### src/rtl/mips_multicycle_ctrl_pkg.sv
// Shared encodings for the multicycle MIPS controller: states, opcodes, functs and ALU ops.
package mips_multicycle_ctrl_pkg;

    typedef enum logic [2:0] {
        S_FETCH  = 3'd0,
        S_DECODE = 3'd1,
        S_EXEC   = 3'd2,
        S_MEM    = 3'd3,
        S_WB     = 3'd4,
        S_HALT   = 3'd5
    } state_e;

    typedef enum logic [1:0] {
        ALUOP_ADD   = 2'd0,
        ALUOP_SUB   = 2'd1,
        ALUOP_FUNCT = 2'd2
    } aluop_e;

    localparam logic [5:0] OP_RTYPE = 6'h00;
    localparam logic [5:0] OP_J     = 6'h02;
    localparam logic [5:0] OP_BEQ   = 6'h04;
    localparam logic [5:0] OP_ADDI  = 6'h08;
    localparam logic [5:0] OP_LW    = 6'h23;
    localparam logic [5:0] OP_SW    = 6'h2B;

    localparam logic [5:0] FN_ADD = 6'h20;
    localparam logic [5:0] FN_SUB = 6'h22;
    localparam logic [5:0] FN_AND = 6'h24;
    localparam logic [5:0] FN_OR  = 6'h25;
    localparam logic [5:0] FN_SLT = 6'h2A;

    localparam logic [2:0] ALU_ADD = 3'b010;
    localparam logic [2:0] ALU_SUB = 3'b110;
    localparam logic [2:0] ALU_AND = 3'b000;
    localparam logic [2:0] ALU_OR  = 3'b001;
    localparam logic [2:0] ALU_SLT = 3'b111;

endpackage

### src/rtl/mips_multicycle_ctrl_if.sv
// Instruction and data memory req/ack handshakes between the controller and the memory wrappers.
interface mips_multicycle_ctrl_if;
    logic        imem_req;
    logic        imem_ack;
    logic [31:0] imem_rdata;
    logic        dmem_req;
    logic        dmem_we;
    logic        dmem_ack;

    modport master (output imem_req, dmem_req, dmem_we,
                    input  imem_ack, imem_rdata, dmem_ack);
    modport slave  (input  imem_req, dmem_req, dmem_we,
                    output imem_ack, imem_rdata, dmem_ack);
endinterface

### src/rtl/mips_multicycle_ctrl_alu_decoder.sv
// Maps the ALU operation class and R-type funct onto the datapath ALU control code.
module mips_multicycle_ctrl_alu_decoder
    import mips_multicycle_ctrl_pkg::*;
(
    input  logic [5:0] funct,
    input  aluop_e     aluop,
    output logic [2:0] alu_ctrl,
    output logic       illegal
);

    always_comb begin
        alu_ctrl = ALU_ADD;
        illegal  = 1'b0;
        case (aluop)
            ALUOP_ADD: alu_ctrl = ALU_ADD;
            ALUOP_SUB: alu_ctrl = ALU_SUB;
            ALUOP_FUNCT: begin
                case (funct)
                    FN_ADD:  alu_ctrl = ALU_ADD;
                    FN_SUB:  alu_ctrl = ALU_SUB;
                    FN_AND:  alu_ctrl = ALU_AND;
                    FN_OR:   alu_ctrl = ALU_OR;
                    FN_SLT:  alu_ctrl = ALU_SLT;
                    default: illegal  = 1'b1;
                endcase
            end
            default: illegal = 1'b1;
        endcase
    end

endmodule

### src/rtl/mips_multicycle_ctrl.sv
// Multicycle MIPS sequencer: fetches over imem req/ack, then steps the datapath selects
// through DECODE/EXEC/MEM/WB with a shared wait-cycle timeout on both memory handshakes.
module mips_multicycle_ctrl
    import mips_multicycle_ctrl_pkg::*;
#(
    parameter int MEM_TIMEOUT = 255,
    parameter int TW          = 8
) (
    input  logic                   clock,
    input  logic                   reset,
    input  logic                   run,
    mips_multicycle_ctrl_if.master mem,
    output logic [31:0]            instruction,
    input  logic                   zero,
    output logic                   sel_result,
    output logic                   sel_pc,
    output logic                   sel_alu_b,
    output logic                   sel_wa,
    output logic                   we,
    output logic                   sel_jump,
    output logic [2:0]             alu_ctrl,
    output logic                   pc_en,
    output logic                   retire,
    output logic                   fault,
    output logic [2:0]             state
);

    localparam bit            TO_EN   = (MEM_TIMEOUT != 0);
    localparam logic [TW-1:0] TO_LAST = TW'(MEM_TIMEOUT - 1);

    state_e        state_q, state_d;
    logic [31:0]   instr_q, instr_d;
    logic [TW-1:0] cnt_q, cnt_d;
    logic          fault_q, fault_d;
    logic          issued_q, issued_d;

    logic       c_imem_req, c_dmem_req, c_dmem_we;
    logic       c_sel_result, c_sel_pc, c_sel_alu_b, c_sel_wa, c_we, c_sel_jump, c_pc_en;
    logic [2:0] c_alu_ctrl;

    logic [5:0] opcode;
    logic       is_r, is_j, is_addi, is_lw, is_sw, is_beq, op_legal;
    aluop_e     aluop;
    logic [2:0] dec_alu;
    logic       funct_bad;
    logic       timed_out;

    assign opcode   = instr_q[31:26];
    assign is_r     = (opcode == OP_RTYPE);
    assign is_j     = (opcode == OP_J);
    assign is_addi  = (opcode == OP_ADDI);
    assign is_lw    = (opcode == OP_LW);
    assign is_sw    = (opcode == OP_SW);
    assign is_beq   = (opcode == OP_BEQ);
    assign op_legal = is_r | is_j | is_addi | is_lw | is_sw | is_beq;
    assign aluop    = is_r ? ALUOP_FUNCT : (is_beq ? ALUOP_SUB : ALUOP_ADD);

    // Only meaningful on a waiting cycle; the counter holds the number of waits already seen.
    assign timed_out = TO_EN && (cnt_q == TO_LAST);

    mips_multicycle_ctrl_alu_decoder u_alu_dec (
        .funct    (instr_q[5:0]),
        .aluop    (aluop),
        .alu_ctrl (dec_alu),
        .illegal  (funct_bad)
    );

    always_comb begin
        state_d      = state_q;
        instr_d      = instr_q;
        cnt_d        = '0;
        fault_d      = fault_q;
        issued_d     = issued_q;
        c_imem_req   = 1'b0;
        c_dmem_req   = 1'b0;
        c_dmem_we    = 1'b0;
        c_sel_result = 1'b0;
        c_sel_pc     = 1'b0;
        c_sel_alu_b  = 1'b0;
        c_sel_wa     = 1'b0;
        c_we         = 1'b0;
        c_sel_jump   = 1'b0;
        c_pc_en      = 1'b0;
        c_alu_ctrl   = 3'b000;
        case (state_q)
            S_FETCH: begin
                // Once a request is out it is held regardless of run until ack.
                c_imem_req = run | issued_q;
                if (c_imem_req) begin
                    if (mem.imem_ack) begin
                        instr_d  = mem.imem_rdata;
                        issued_d = 1'b0;
                        state_d  = S_DECODE;
                    end else if (timed_out) begin
                        issued_d = 1'b0;
                        fault_d  = 1'b1;
                        state_d  = S_HALT;
                    end else begin
                        issued_d = 1'b1;
                        cnt_d    = cnt_q + TW'(1);
                    end
                end
            end
            S_DECODE: begin
                if (!op_legal || (is_r && funct_bad)) begin
                    fault_d = 1'b1;
                    state_d = S_HALT;
                end else if (is_j) begin
                    c_sel_jump = 1'b1;
                    c_pc_en    = 1'b1;
                    state_d    = S_FETCH;
                end else begin
                    state_d = S_EXEC;
                end
            end
            S_EXEC: begin
                c_alu_ctrl  = dec_alu;
                c_sel_alu_b = !(is_r || is_beq);
                if (is_beq) begin
                    c_sel_pc = zero;
                    c_pc_en  = 1'b1;
                    state_d  = S_FETCH;
                end else if (is_lw || is_sw) begin
                    state_d = S_MEM;
                end else begin
                    state_d = S_WB;
                end
            end
            S_MEM: begin
                c_dmem_req  = 1'b1;
                c_dmem_we   = is_sw;
                c_alu_ctrl  = ALU_ADD;
                c_sel_alu_b = 1'b1;
                if (mem.dmem_ack) begin
                    c_we         = is_lw;
                    c_sel_result = is_lw;
                    c_pc_en      = 1'b1;
                    state_d      = S_FETCH;
                end else if (timed_out) begin
                    fault_d = 1'b1;
                    state_d = S_HALT;
                end else begin
                    cnt_d = cnt_q + TW'(1);
                end
            end
            S_WB: begin
                c_we        = 1'b1;
                c_sel_wa    = is_r;
                c_alu_ctrl  = dec_alu;
                c_sel_alu_b = !is_r;
                c_pc_en     = 1'b1;
                state_d     = S_FETCH;
            end
            S_HALT: ;
            default: begin
                fault_d = 1'b1;
                state_d = S_HALT;
            end
        endcase
    end

    always_ff @(posedge clock or negedge reset) begin
        if (!reset) begin
            state_q  <= S_FETCH;
            instr_q  <= '0;
            cnt_q    <= '0;
            fault_q  <= 1'b0;
            issued_q <= 1'b0;
        end else begin
            state_q  <= state_d;
            instr_q  <= instr_d;
            cnt_q    <= cnt_d;
            fault_q  <= fault_d;
            issued_q <= issued_d;
        end
    end

    // Gating with reset drops requests the instant reset falls, without waiting for a clock.
    assign mem.imem_req = reset & c_imem_req;
    assign mem.dmem_req = reset & c_dmem_req;
    assign mem.dmem_we  = reset & c_dmem_we;
    assign sel_result   = reset & c_sel_result;
    assign sel_pc       = reset & c_sel_pc;
    assign sel_alu_b    = reset & c_sel_alu_b;
    assign sel_wa       = reset & c_sel_wa;
    assign we           = reset & c_we;
    assign sel_jump     = reset & c_sel_jump;
    assign alu_ctrl     = {3{reset}} & c_alu_ctrl;
    assign pc_en        = reset & c_pc_en;
    assign retire       = reset & c_pc_en;
    assign fault        = reset & fault_q;
    assign state        = {3{reset}} & state_q;
    assign instruction  = {32{reset}} & instr_q;

endmodule
### src/flat_wrapper.sv
// flat-port wrapper written by rule: the top's interface ports become plain ports
module mips_multicycle_ctrl_flat import mips_multicycle_ctrl_pkg::*;
#(
    parameter int MEM_TIMEOUT = 255,
    parameter int TW          = 8
)
  (clock, reset, run, instruction, zero, sel_result, sel_pc, sel_alu_b, sel_wa, we, sel_jump, alu_ctrl, pc_en, retire, fault, state, mem_imem_req, mem_dmem_req, mem_dmem_we, mem_imem_ack, mem_imem_rdata, mem_dmem_ack);
  mips_multicycle_ctrl_if mem_i ();
  input  logic clock;
  input  logic reset;
  input  logic run;
  output logic [31:0] instruction;
  input  logic zero;
  output logic sel_result;
  output logic sel_pc;
  output logic sel_alu_b;
  output logic sel_wa;
  output logic we;
  output logic sel_jump;
  output logic [2:0] alu_ctrl;
  output logic pc_en;
  output logic retire;
  output logic fault;
  output logic [2:0] state;
  output wire logic [$bits(mem_i.imem_req)-1:0] mem_imem_req;
  output wire logic [$bits(mem_i.dmem_req)-1:0] mem_dmem_req;
  output wire logic [$bits(mem_i.dmem_we)-1:0] mem_dmem_we;
  input wire logic [$bits(mem_i.imem_ack)-1:0] mem_imem_ack;
  input wire logic [$bits(mem_i.imem_rdata)-1:0] mem_imem_rdata;
  input wire logic [$bits(mem_i.dmem_ack)-1:0] mem_dmem_ack;
  assign mem_imem_req = mem_i.imem_req;
  assign mem_dmem_req = mem_i.dmem_req;
  assign mem_dmem_we = mem_i.dmem_we;
  assign mem_i.imem_ack = mem_imem_ack;
  assign mem_i.imem_rdata = mem_imem_rdata;
  assign mem_i.dmem_ack = mem_dmem_ack;
  mips_multicycle_ctrl #(.MEM_TIMEOUT(MEM_TIMEOUT), .TW(TW)) u_core (.clock(clock), .reset(reset), .run(run), .mem(mem_i), .instruction(instruction), .zero(zero), .sel_result(sel_result), .sel_pc(sel_pc), .sel_alu_b(sel_alu_b), .sel_wa(sel_wa), .we(we), .sel_jump(sel_jump), .alu_ctrl(alu_ctrl), .pc_en(pc_en), .retire(retire), .fault(fault), .state(state));
endmodule
### config.mk
export PLATFORM = sky130hd
export DESIGN_NAME = mips_multicycle_ctrl_flat
export DESIGN_NICKNAME = d
export VERILOG_FILES = /design/src/rtl/mips_multicycle_ctrl_pkg.sv /design/src/rtl/mips_multicycle_ctrl_if.sv /design/src/rtl/mips_multicycle_ctrl_alu_decoder.sv /design/src/rtl/mips_multicycle_ctrl.sv /design/src/flat_wrapper.sv
export SDC_FILE = /design/constraint.sdc
export NUM_CORES = 1
export LEC_CHECK = 0
export BUFFER_PORTS_ARGS = -buffer_cell sky130_fd_sc_hd__buf_2
export CORE_MARGIN = 1
export CORE_UTILIZATION = 48
export CTS_BUF_LIST = sky130_fd_sc_hd__clkbuf_16
export CTS_CLUSTER_DIAMETER = 30
export CTS_CLUSTER_SIZE = 25
export DETAILED_ROUTE_END_ITERATION = 7
export HOLD_SLACK_MARGIN = 0.15
export PLACE_DENSITY_LB_ADDON = 0.25
export RECOVER_POWER = 25
export SYNTH_ARGS = -nofsm -noshare
export SYNTH_HDL_FRONTEND = slang
export SYNTH_SLANG_ARGS = --single-unit
### constraint.sdc
create_clock -name clock -period 2.7 [get_ports clock]
set_input_delay 0.675 -clock clock [delete_from_list [all_inputs] [get_ports clock]]
set_output_delay 0.675 -clock clock [all_outputs]
set_load 0.05 [all_outputs]
==> flow_summary.toml, run 1 <==
[outcome]
status = "finished, final reports clean"

[critical_path]
crit_chain = "nand4b_4 > or2_1 > or4b_4 > a21boi_2 > buf_6"
cp-start-kind = "flip-flop"
reg2reg_setup_slack_ns = 0.61
cp.arrival_ns = 1.92
crit_fanout = 7
cp_slowest_cell = "or4b_4"
worstSetupPathType = "flip-flop to primary output"
ff2ff_path_depth = 5
slowest_delay_ns = 0.49
crit_required_ns = 2.03
r2r_end = "u_core.instr_q[26]$_DFFE_PN0P_"
rr_startpoint = "u_core.state_q[1]$_DFFE_PN0P_"
end_kind = "primary output"

[placement]
gp_routability_congestion = 0.9221
place_inst = 400
place_area_sq_um = 3222
hpwl_um = 4033
place_ws_ns = 0.2379
io_buffers = 87

[power]
internal_power_w = 0.001200
power.leakage_nw = 1.814
p_switching_w = 0.0003705
switching_share_pct = 23.59
power.density_nw_per_um2 = 461.0
ir_worst_vdd_mv = 0.3105
pwr-share-seq_pct = 45.1
clkPwrFrac_pct = 42.7
share_comb_of_total_power_pct = 12.2

[sta]
worst_pin_slew_ns = 0.5797
max_slew_margin_pct = 61.35
final_hold_viol_count = 0
fin_worst_skew_ns = 0.002528
period_share_pct = 96.12
period_minus_slack_ns = 2.595
setup_tns_ns = 0
clock.fmax_ghz = 0.3853
setup_viol = 0
slew_violations = 0
rsz0062_at_grt = "no"
layout_setup_ws_ns = 0.1047

[clock_tree]
cts_buffers = 5
insertion_delay_ns = 0.28
clk_pin_slew_ns = 0.06
post_cts_buffers = 0
clockBufferDepth = 2
cts.sink_count = 45
cts-root-buf = "clkbuf_16"
cts_tree = "yes"
h-tree-depth = 2
ctsHoldBuffers = 0

[cells_and_area]
regArea_sq_um = 1130
finalNetCount = 377
multi_input_area_sq_um = 1471
fin_util_pct = 65.05
fin_cells = 408
num_antenna_cells = 0
fill_cells = 454
stdcell_area_sq_um = 3407
drive_above_1_share_pct = 44.67
area_delta_synth_final_pct = 27.30

[grt]
grt-ovfl-total = 0
grt_pass1_vias = 2133
grt_usage_pct = 20.92
grt_pass1_wl_um = 9963
antenna_found_initial = 0
grt_max_degree = 45

[floorplanning]
io_pins = 88
dieArea_sq_um = 5878
die_w_um = 76.67
core_sq_um = 5238
die_h_um = 76.67
initial_core_util_pct = 51.10
rows = 26

[yosys]
ys_ff_latch = 45
synth_edf_count = 0
synth_top_area_cell = "dfrtp_1"
synthTopCellsByArea = "dfrtp_1 (42%), mux2_4 (15%), and2_1 (8.9%), mux2_2 (2.5%), nor2_1 (2.1%)"
syn-num-nets = 287
ys.flop_type = "dfrtp_1"
ys_types = 51
synth.top_cells.by_count = "dfrtp_1 (45), and2_1 (38), mux2_4 (26), nor2_1 (15), nand2_1 (10)"
avgSynthCellArea_sq_um = 10.84
synth_warnings = 0
syn_area_sq_um = 2676
yosysMostFrequentCell = "dfrtp_1"
synth_seq_area_share_pct = 42.08
async_reset_ff_share_pct = 100.0
synthCells = 247
synth_top_area_share_pct = 42.08

[min_path]
hold_path_depth = 2
hp-start = "u_core.fault_q$_DFFE_PN0P_"
hp-class = "flip-flop to flip-flop"
min_to = "u_core.fault_q$_DFFE_PN0P_"

[route]
vias = 2129
vias_per_cell = 5.218
ant_nets = 0
post-route-drc-count = 0
dr.pass1.iters = 4
wirelength_um = 5671
avgRoutedWirePerCell_um = 13.90
drt_iter0_markers = 172

[run]
drv_cap = 0
[power groups by stage]
stage / registers, W / logic, W / clock network [W]
after floorplan: 0.000715 / 0.000118 / 0
after global placement: 0.000719 / 0.000190 / 0
after global routing: 0.000711 / 0.000206 / 0.000715
final: 0.000709 / 0.000191 / 0.000671
after detailed placement: 0.000719 / 0.000192 / 0
after CTS: 0.000708 / 0.000193 / 0.000688
[critical path: cells and delay by family, from the launching register on]
| kind | cells | cell delay (ns) |
|---|---|---|
| buf+inv | 1 | 0.17 |
| simple gates | 3 | 0.87 |
| flops | 1 | 0.44 |
| compound gates | 1 | 0.15 |
[cell usage in the layout, fill, tap and decap left out, types with 3 or more instances in the layout]
cell type and n:
nand2_1 10, dfrtp_1 42, xor2_1 6, mux2_2 6, buf_4 8, nor3_1 4, nor2b_1 4, clkbuf_16 5
mux2_4 26, nor2_1 14, a21oi_1 7, nand2b_1 3, buf_2 85, nand4_1 3, inv_1 5, and2_1 37
o21ai_0 4, and3_1 4, nand3_1 9, dfrtp_2 3, nor3b_1 4
[state kept, by name (all words and copies together), names as in the netlist]
name / flops
u_core.instr_q: 32
u_core.state_q: 3
u_core.cnt_q: 8
u_core.issued_q: 1
u_core.fault_q: 1
[area by class of cell]
class                      count  area share, %
clock buffer                   5          3.672
clock inverter                 3          1.102
inverter                       4         0.4407
multi-input combinational    184          43.19
sequential                    45          33.16
tap                           70          2.571
timing repair buffer          97          15.86
[kinds of logic after synthesis]
| family | count (synthesis) | synth area share [%] |
|---|---|---|
| buf+inv | 18 | 3.880 |
| compound gates | 31 | 8.369 |
| fa+ha+maj | 3 | 1.356 |
| mux | 34 | 17.86 |
| xor+xnor | 7 | 2.291 |
| flops | 45 | 42.08 |
| simple gates | 109 | 24.17 |
[worst max-delay path by stage]
| stage | from | endpoint | slack, ns | cells after the start |
|---|---|---|---|---|
| 2_1_floorplan | u_core.instr_q[30]$_DFFE_PN0P_ | sel_jump | 0.04 | 4 |
| 3_3_place_gp | u_core.instr_q[28]$_DFFE_PN0P_ | we | 0.27 | 5 |
| 3_5_place_dp | u_core.instr_q[27]$_DFFE_PN0P_ | we | 0.24 | 5 |
| 4_1_cts | u_core.instr_q[28]$_DFFE_PN0P_ | we | 0.01 | 5 |
| 5_1_grt | u_core.state_q[1]$_DFFE_PN0P_ | sel_alu_b | 0.004 | 6 |
| 6_report | u_core.instr_q[27]$_DFFE_PN0P_ | we | 0.10 | 5 |
[per-stage QoR]
step           hold WS, ns  total power (W)
4_1_cts             0.4212         0.001589
3_3_place_gp        0.4604        0.0009090
3_5_place_dp        0.4676        0.0009115
5_1_grt             0.5050         0.001633
2_1_floorplan       0.3794        0.0008335
6_report            0.4800         0.001571
[timing repair]
item / in CTS / in global routing
endpoints found under the hold margin: 0 / 0
gates resized for setup: 4 / 4
pin swaps: 0 / 1
endpoints found under the setup margin: 1 / 3
[routing by layer]
metal / track usage (%) / vias up / wire length [um]
li1: - / 1041 / -
met1: 27.93 / 998 / 2573
met2: 34.11 / 80 / 2670
met3: 4.762 / 10 / 358
met4: 5.577 / 0 / 68
met5: 0 / - / 0
Power figures use the tool's default switching activity.
==> run 2, diff against run 1 <==
- GPL_TIMING_DRIVEN: default -> 0
==> flow_summary.toml, run 2 (synthesis gave the netlist of run 1 again) <==
[cells_and_area]
stdcell_area_sq_um = 3431
multi_input_area_sq_um = 1488
fill_cells = 450
area_delta_synth_final_pct = 28.19
drive_above_1_share_pct = 46.20
regArea_sq_um = 1131
num_antenna_cells = 0
reg_top3 = "u_core.instr_q x32, u_core.cnt_q x8, u_core.state_q x3"
layout_commonest_cell = "buf_2"
regMostFlops = "u_core.instr_q"
layout_common_cells = "buf_2 (85), dfrtp_1 (41), and2_1 (37)"
finalNetCount = 381
largest_reg_flops = 32

[sta]
clock.fmax_ghz = 0.3784
setup_tns_ns = 0
fin_worst_skew_ns = 0.003897
max_slew_margin_pct = 71.24
period_share_pct = 97.89
rsz0062_at_grt = "no"
setup_viol = 0
holdWs_ns = 0.2386
worst_pin_slew_ns = 0.4305
slew_violations = 0
final_hold_viol_count = 0
period_minus_slack_ns = 2.643

[critical_path]
slowest_delay_ns = 0.50
cp_top_family = "simple AND/OR/NAND/NOR gates"
crit_required_ns = 2.03
worstSetupPathType = "flip-flop to primary output"
crit_cells = 5
ff2ff_path_depth = 5
cp.arrival_ns = 1.97
crit_fanout = 4
reg2reg_setup_slack_ns = 0.88
rr_startpoint = "u_core.instr_q[28]$_DFFE_PN0P_"
worstSetupStartpoint = "u_core.instr_q[28]$_DFFE_PN0P_"
worst-path-buf-inv = 1
end_kind = "primary output"
cp-start-kind = "flip-flop"
setup.worst_path.end = "we"
crit_chain = "nand4b_4 > or2_1 > or4b_4 > a21boi_2 > buf_6"
r2r_end = "u_core.state_q[2]$_DFFE_PN0P_"
cp_slowest_cell = "or4b_4"

[route]
drt_iter0_markers = 138
wirelength_um = 5890
met2_length_um = 2967
routed-wl-met3_um = 377
avgRoutedWirePerCell_um = 14.30
post-route-drc-count = 0
ant_nets = 0
dr.pass1.iters = 4
vias_per_cell = 5.204
met1_length_um = 2489
vias = 2144
top_layer = "met4"

[floorplanning]
core_sq_um = 5238
dieArea_sq_um = 5878
io_pins = 88
die_h_um = 76.67
die_w_um = 76.67
initial_core_util_pct = 51.10
rows = 26

[clock_tree]
insertion_delay_ns = 0.28
clk_pin_slew_ns = 0.06
clockBufferDepth = 2
cts_tree = "yes"
h-tree-depth = 2
cts-root-buf = "clkbuf_16"
cts_buffers = 5
cts.sink_count = 45

[run]
drv_cap = 0

[placement]
place_area_sq_um = 3211
io_buffers = 87
hpwl_um = 4333
gp_routability_congestion = 0.8911

[power]
power.density_nw_per_um2 = 439.3
ir_worst_vdd_mv = 0.3700
power.leakage_nw = 1.815
power_w = 0.001507

[grt]
antenna_found_initial = 0
grt_usage_pct = 21.29
grt-ovfl-total = 0
grt_pass1_wl_um = 9798
grt_max_degree = 52
grt_pass1_vias = 2102

[min_path]
hp-class = "input pin to asynchronous set/reset pin"

[outcome]
status = "finished, final reports clean"
-- run 2: cell types whose count changed in the layout (fill, tap and decap cells not counted), sizes merged --
cell	before	now
buf	96	94
clkbuf	6	12
clkinv	1	2
bufinv	1	0
-- run 2: report_power, final --
group	internal (W)	leakage (nW)	total [W]	switching, W
Combinational	0.0000748	1.15	0.000191	0.000116
Clock	0.000349	0.0744	0.000608	0.000259
Sequential	0.000693	0.590	0.000709	0.0000160
Total	0.00112	1.81	0.00151	0.000391
-- run 2: repair_timing --
| item | in CTS | in global routing |
|---|---|---|
| buffers inserted | 1 | 0 |
| pin swaps | 0 | 1 |
| setup endpoints to repair | 50 | 15 |
| hold buffers | 0 | 0 |
| gates resized for setup | 15 | 7 |
-- run 2: metrics by stage --
stage | util, % | instances | worst slack [ns]
finish | 65.50 | 412 | 0.05700
global route | 65.50 | 412 | 0.0005347
CTS | 65.05 | 413 | 0.01520
detailed placement | 61.30 | 404 | -0.7158
global placement | 61.30 | 404 | -0.6906
floorplan | - | 247 | 0.03626
-- run 2: final cells by class --
cell class	count	area share (%)
Clock inverter	3	0.7659
Clock buffer	5	3.647
Inverter	4	0.4376
Timing Repair Buffer	88	13.68
Multi-Input combinational cell	184	43.36
Buffer	13	2.589
Tap cell	70	2.553
Sequential cell	45	32.97
-- run 2: worst min-delay path by stage --
| stage | cells after the start | end |
|---|---|---|
| floorplan | 0 | u_core.cnt_q[0]$_DFF_PN0_ |
| global placement | 2 | u_core.fault_q$_DFFE_PN0P_ |
| detailed placement | 2 | u_core.fault_q$_DFFE_PN0P_ |
| CTS | 1 | u_core.state_q[2]$_DFFE_PN0P_ |
| global route | 1 | u_core.instr_q[11]$_DFFE_PN0P_ |
| finish | 1 | u_core.issued_q$_DFFE_PN0P_ |
-- run 2: per-layer routing --
layer  GRT usage (%)  vias up
met5               0        -
met4           5.769        0
met3           5.833        6
met2           36.70       76
met1           26.02     1010
li1                -     1052
